### config.mk
export PLATFORM = sky130hd
export DESIGN_NAME = hist_frame_ctrl
export DESIGN_NICKNAME = d
export VERILOG_FILES = /design/src/rtl/hist_pkg.sv /design/src/rtl/hist_edge_det.sv /design/src/rtl/hist_frame_ctrl.sv
export SDC_FILE = /design/constraint.sdc
export NUM_CORES = 1
export LEC_CHECK = 0
export ABC_AREA = 1
export ABC_CLOCK_PERIOD_IN_PS = 1500
export BUFFER_PORTS_ARGS = -buffer_cell sky130_fd_sc_hd__buf_2
export CAP_MARGIN = 10
export CORE_ASPECT_RATIO = 1.5
export CORE_UTILIZATION = 35
export DETAILED_ROUTE_END_ITERATION = 8
export SYNTH_ARGS = -nofsm -noshare
export SYNTH_HDL_FRONTEND = slang
export SYNTH_HIERARCHICAL = 1
export SYNTH_SLANG_ARGS = --single-unit
### constraint.sdc
create_clock -name clk -period 1.5 [get_ports clk]
set_input_delay 0 -clock clk [delete_from_list [all_inputs] [get_ports clk]]
set_output_delay 0 -clock clk [all_outputs]
set_load 0.02 [all_outputs]
### src/rtl/hist_pkg.sv
// Shared types and constants for the histogram-equalisation frame controller.
package hist_pkg;

  localparam int BINS_DEF = 256;
  localparam int ADDR_W   = 8;
  localparam int FCNT_W   = 16;
  localparam int OCNT_W   = 8;

  typedef enum logic [2:0] {
    WAIT_FRAME = 3'd0,
    ACCUM      = 3'd1,
    SWEEP      = 3'd2,
    DRAIN      = 3'd3,
    CLEAR      = 3'd4,
    SWAP       = 3'd5
  } hist_state_e;

endpackage

### src/rtl/hist_edge_det.sv
// Rise/fall detector for frame_vs, built from a one-cycle-registered copy.
module hist_edge_det (
  input  logic clk,
  input  logic rst_n,
  input  logic i_sig,
  output logic o_rise,
  output logic o_fall
);

  logic r_sig_d;

  // Reset to 1 so a frame already active at reset release is not taken as a rise.
  always_ff @(posedge clk or negedge rst_n) begin
    if (!rst_n) r_sig_d <= 1'b1;
    else        r_sig_d <= i_sig;
  end

  assign o_rise = i_sig & ~r_sig_d;
  assign o_fall = ~i_sig & r_sig_d;

endmodule

### src/rtl/hist_frame_ctrl.sv
// Frame sequencer: accumulate, CDF sweep, pipeline drain, RAM clear, LUT bank swap.
// Optional statistics counters are built only when HIST_CTRL_STATS_EN is defined.
module hist_frame_ctrl
  import hist_pkg::*;
#(
  parameter int PIPE_LAT = 4,
  parameter int BINS     = BINS_DEF
) (
  input  logic              clk,
  input  logic              rst_n,
  input  logic              frame_vs,
  input  logic              frame_de,
  output logic              acc_en,
  output logic              sweep_en,
  output logic [ADDR_W-1:0] sweep_addr,
  output logic              clr_en,
  output logic [ADDR_W-1:0] clr_addr,
  output logic              lut_bank,
  output logic              lut_valid,
  output logic              busy,
  output logic              overrun,
  output logic [FCNT_W-1:0] frame_cnt,
  output logic [OCNT_W-1:0] overrun_cnt,
  output hist_state_e       dbg_state
);

  localparam int                DRAIN_W    = (PIPE_LAT > 1) ? $clog2(PIPE_LAT) : 1;
  localparam logic [ADDR_W-1:0] LAST_BIN   = ADDR_W'(BINS - 1);
  localparam logic [DRAIN_W-1:0] LAST_DRAIN = DRAIN_W'(PIPE_LAT - 1);

  hist_state_e        r_state;
  logic               r_sweep_en;
  logic [ADDR_W-1:0]  r_sweep_addr;
  logic               r_clr_en;
  logic [ADDR_W-1:0]  r_clr_addr;
  logic [DRAIN_W-1:0] r_drain_cnt;
  logic               r_lut_bank;
  logic               r_lut_valid;
  logic               r_overrun;
  logic               w_rise;
  logic               w_fall;
  logic               w_overrun;

  hist_edge_det u_edge (
    .clk    (clk),
    .rst_n  (rst_n),
    .i_sig  (frame_vs),
    .o_rise (w_rise),
    .o_fall (w_fall)
  );

  // A new frame outside WAIT_FRAME is dropped; the running sequence is untouched.
  assign w_overrun = w_rise && (r_state != WAIT_FRAME);

  always_ff @(posedge clk or negedge rst_n) begin
    if (!rst_n) begin
      r_state      <= WAIT_FRAME;
      r_sweep_en   <= 1'b0;
      r_sweep_addr <= '0;
      r_clr_en     <= 1'b0;
      r_clr_addr   <= '0;
      r_drain_cnt  <= '0;
      r_lut_bank   <= 1'b0;
      r_lut_valid  <= 1'b0;
      r_overrun    <= 1'b0;
    end else begin
      r_overrun <= w_overrun;
      case (r_state)
        WAIT_FRAME: if (w_rise) r_state <= ACCUM;
        ACCUM: begin
          if (w_fall) begin
            r_state      <= SWEEP;
            r_sweep_en   <= 1'b1;
            r_sweep_addr <= '0;
          end
        end
        SWEEP: begin
          if (r_sweep_addr == LAST_BIN) begin
            r_state      <= DRAIN;
            r_sweep_en   <= 1'b0;
            r_sweep_addr <= '0;
            r_drain_cnt  <= '0;
          end else begin
            r_sweep_addr <= r_sweep_addr + 1'b1;
          end
        end
        DRAIN: begin
          if (r_drain_cnt == LAST_DRAIN) begin
            r_state    <= CLEAR;
            r_clr_en   <= 1'b1;
            r_clr_addr <= '0;
          end else begin
            r_drain_cnt <= r_drain_cnt + 1'b1;
          end
        end
        CLEAR: begin
          if (r_clr_addr == LAST_BIN) begin
            r_state     <= SWAP;
            r_clr_en    <= 1'b0;
            r_clr_addr  <= '0;
            r_lut_bank  <= ~r_lut_bank;
            r_lut_valid <= 1'b1;
          end else begin
            r_clr_addr <= r_clr_addr + 1'b1;
          end
        end
        SWAP:    r_state <= WAIT_FRAME;
        default: r_state <= WAIT_FRAME;
      endcase
    end
  end

`ifdef HIST_CTRL_STATS_EN
  logic [FCNT_W-1:0] r_frame_cnt;
  logic [OCNT_W-1:0] r_overrun_cnt;

  always_ff @(posedge clk or negedge rst_n) begin
    if (!rst_n) begin
      r_frame_cnt   <= '0;
      r_overrun_cnt <= '0;
    end else begin
      if (r_state == CLEAR && r_clr_addr == LAST_BIN) r_frame_cnt <= r_frame_cnt + 1'b1;
      if (w_overrun && r_overrun_cnt != {OCNT_W{1'b1}}) r_overrun_cnt <= r_overrun_cnt + 1'b1;
    end
  end

  assign frame_cnt   = r_frame_cnt;
  assign overrun_cnt = r_overrun_cnt;
`else
  assign frame_cnt   = '0;
  assign overrun_cnt = '0;
`endif

  assign acc_en     = frame_de && (r_state == ACCUM);
  assign sweep_en   = r_sweep_en;
  assign sweep_addr = r_sweep_addr;
  assign clr_en     = r_clr_en;
  assign clr_addr   = r_clr_addr;
  assign lut_bank   = r_lut_bank;
  assign lut_valid  = r_lut_valid;
  assign overrun    = r_overrun;
  assign busy       = (r_state != WAIT_FRAME) && (r_state != ACCUM);
  assign dbg_state  = r_state;

endmodule
==> impl_results.md <==
* Status: finished with violations
* Failing checks: design-rule violations
* Layout area overhead at 14.2%
* Startpoint types: flip-flop
* DRT iter0 DRCs at 63
* Post-DP HPWL at 2.44 mm
* CP arrival at 1.52 ns
* Largest stage delay, worst path at 0.41 ns
* Maximum clock insertion buffer count at 2
* Via count at about 1300
* GP Congestion at 0.842
* Most frequent CP cell: nand2_1
* Number of flops mapped to enable cells by yosys at 0
* Critical path data required time at around 1.7 ns
* Port Buffers at 29
* DIE AREA at roughly 4900 um2
* GRT overflow at 0
* Initial Util at 0.375
* Num CTS Buffers at 3
* Vias/cell at 4.63
* Row count at 29
* Combinational share of power at 0.067
* Layout cell share with drive strength beyond 1 at 0.278
* Clock transition at path regs at 0.10 ns
* Die Wd at roughly 58 um
* Mapped Area at ~1600 um2
* Routed wl met3 at about 160 um
* Clock latency on the worst-skew pair at between 0.2 and 0.3 ns
* Num Clock Sinks at 27
* Total Wirelength at roughly 3.2 mm
* Crit-path cells: ha_1, nand2_1, nor2_2, nand2_1, nand2_4, nand2_2, o21bai_1, nand2_1
* Synthesis Warnings at 6
* Fmax at 0.738 GHz
* Syn_area_per_cell at between 8 and 9 um2
* Total power at 1.23 mW
* Yosys cell types at 30
* Max layer used: met4
* Clock root cell: clkbuf_8
* # setup viols final at 0
* Reg area at around 680 um2
* # DRC at 5
* Gr usage total at 0.135
* Most used DFF post-synth: dfrtp_1
* Worst-path maximum fanout at 4
* Final instance area at about 1800 um2
* WL/cell at 11.2 um
* Worst Max-Slew Pin Slew at around 0.6 ns
* Ys async rst share at 1.00
* IO Pins at between 50 and 60
* P_sw at ~300 uW
* Worst vdd ir at roughly 0.00030 V
* Crit. path cell count at 8
* Min Tclk post-route at between 1 and 1.5 ns
* Worst Hold Class: primary input to asynchronous set/reset pin
* Final Hold Fails at 0
* Slew HR at 0.594
* CTS H-Tree Depth at 1
* Core area at 4320 um2
* WL met1 at approximately 1.4 mm
* Largest net degree at the start of global routing at 28
* Setup crit end kind: flip-flop
* Fin. max-slew vios at 0
* Clock skew at 0.00725 ns
* Seq pwr share at 0.593
* Area of the multi-input gates at between 700 and 800 um2
* Vias in the first global route at approximately 1200
* Nets at between 200 and 250
* Number of synthesized register bits at 27
* Diode count at 0
* Worst R2R Path Depth at 8
* Switching portion of total power at 0.246
* CP top delay family: simple AND/OR/NAND/NOR gates
* Clock power share at 0.339
* Pwr Density at around 670 nW/um2
* Routed Antenna Nets at 0
* Max-cap check violation count at 0
* Setup_tns at 0 ns
* Synth Instances at 201
* Die H at 85.3 um
* First-pass GRT wire length at 5.18 mm
* Critical path class: flip-flop to flip-flop
* CP max stage cell: dfrtp_1
* WP buf/inv at 0
* Placed cell area at between 1500 and 2000 um2
* Met2 WL at 1.61 mm
* Pint at just over 900 uW
* Initial DRT Pass Iterations at 7
* TritonCTS clock tree: done
* Initial antenna violation count at 0
* Final period util at 0.903
* Leakage at 1.05 nW
* # fillers at 450
* Register area share after synthesis at 0.418
-- Yosys cell counts (all sizes together) (2+ instances only) --
cell type  number  share of area
nand2          50           0.14
inv            27          0.064
dfrtp          26           0.40
buf            24           0.11
nor2           21          0.058
nand3          16          0.049
o21ai           8          0.027
a21oi           7          0.024
o22ai           4          0.019
xor2            4          0.022
ha              3          0.023
nand4           2          0.012
o21bai          2         0.0093
o31ai           2         0.0093
-- power by group through the flow --
stage               clock network (mW)  registers [mW]  logic [mW]
floorplan                            0           0.748       0.104
global placement                     0           0.746      0.0797
CTS                              0.435           0.732      0.0839
detailed placement                   0           0.747      0.0796
finish                           0.419           0.732      0.0829
global route                     0.460           0.733      0.0919
-- path summary, 6_finish.rpt --
check | to | slack [ns] | from
max | dbg_state[1] | 0.15 | sweep_addr[1]
min | dbg_state[2] | 0.26 | rst_n
max reg2reg | dbg_state[1] | 0.15 | sweep_addr[1]
min reg2reg | lut_bank | 0.47 | lut_bank
max in group asynchronous | sweep_addr[4] | 0.83 | rst_n
min in group clk | acc_en | 0.31 | frame_de
-- logic make-up after synthesis --
family          after synthesis  share of synthesized area
compound gates               25                     0.0982
xor+xnor                      4                     0.0217
fa+ha+maj                     3                     0.0232
buf+inv                      51                      0.176
flops                        27                      0.418
other cells                   1                    0.00232
simple gates                 90                      0.261
-- timing repair --
item	CTS	global route
endpoints found under the setup margin	0	5
endpoints found under the hold margin	27	0
setup buffers	0	2
hold buffers	2	0
resized for setup	0	3
-- stage by stage --
step | hold WS [ns] | std cells | setup WS [ns] | util
CTS | 0.291 | 285 | 0.131 | 0.422
finish | 0.264 | 287 | 0.145 | 0.428
global route | 0.338 | 287 | -0.00301 | 0.428
global placement | 0.0548 | 279 | 0.157 | 0.407
detailed placement | 0.0510 | 279 | 0.146 | 0.407
floorplan | -0.296 | 224 | 0.0390 | -
-- worst reg2reg max path: cells and delay by family (launching register included) --
kind,cells,cell delay [ns]
flip-flops,1,0.41
AO/OA/AOI/OAI,1,0.14
adder cells (fa/ha/maj),1,0.18
AND/OR/NAND/NOR,6,0.52
-- cell type report --
| type | instances | area share |
|---|---|---|
| clock buffers | 4 | 0.0244 |
| inverters | 27 | 0.0562 |
| multi-input cells | 146 | 0.408 |
| flip-flops and latches | 27 | 0.367 |
| well taps | 46 | 0.0312 |
| repair buffers | 37 | 0.114 |
-- layer usage --
layer / vias to the layer above / track usage
met5: - / 0
met4: 0 / 0.0621
met1: 607 / 0.171
li1: 673 / -
met2: 44 / 0.224
met3: 6 / 0.0198
-- placed cells by master (no fill, tap or decap), types with 2 or more instances in the layout --
| cell type | count |
|---|---|
| buf_4 | 6 |
| o21ai_1 | 4 |
| a21oi_1 | 6 |
| ha_1 | 3 |
| dlygate4sd3_1 | 2 |
| dfrtp_1 | 26 |
| inv_2 | 6 |
| o22ai_1 | 3 |
| xor2_1 | 4 |
| nand2_2 | 6 |
| nand3_1 | 15 |
| clkbuf_8 | 3 |
| inv_1 | 20 |
| nor2_2 | 4 |
| o21ai_0 | 3 |
| nand2_1 | 41 |
| conb_1 | 24 |
| buf_2 | 29 |
| o21bai_1 | 2 |
| o31ai_1 | 2 |
| nand2_4 | 3 |
| nor2_1 | 16 |
-- flip-flops by register name (all words and copies together), names as in the netlist --
signal / flops
r_drain_cnt: 2
sweep_en: 1
clr_en: 1
clr_addr: 8
dbg_state: 3
overrun: 1
lut_bank: 1
lut_valid: 1
sweep_addr: 8
u_edge/r_sig_d: 1
Power figures use the tool's default switching activity.
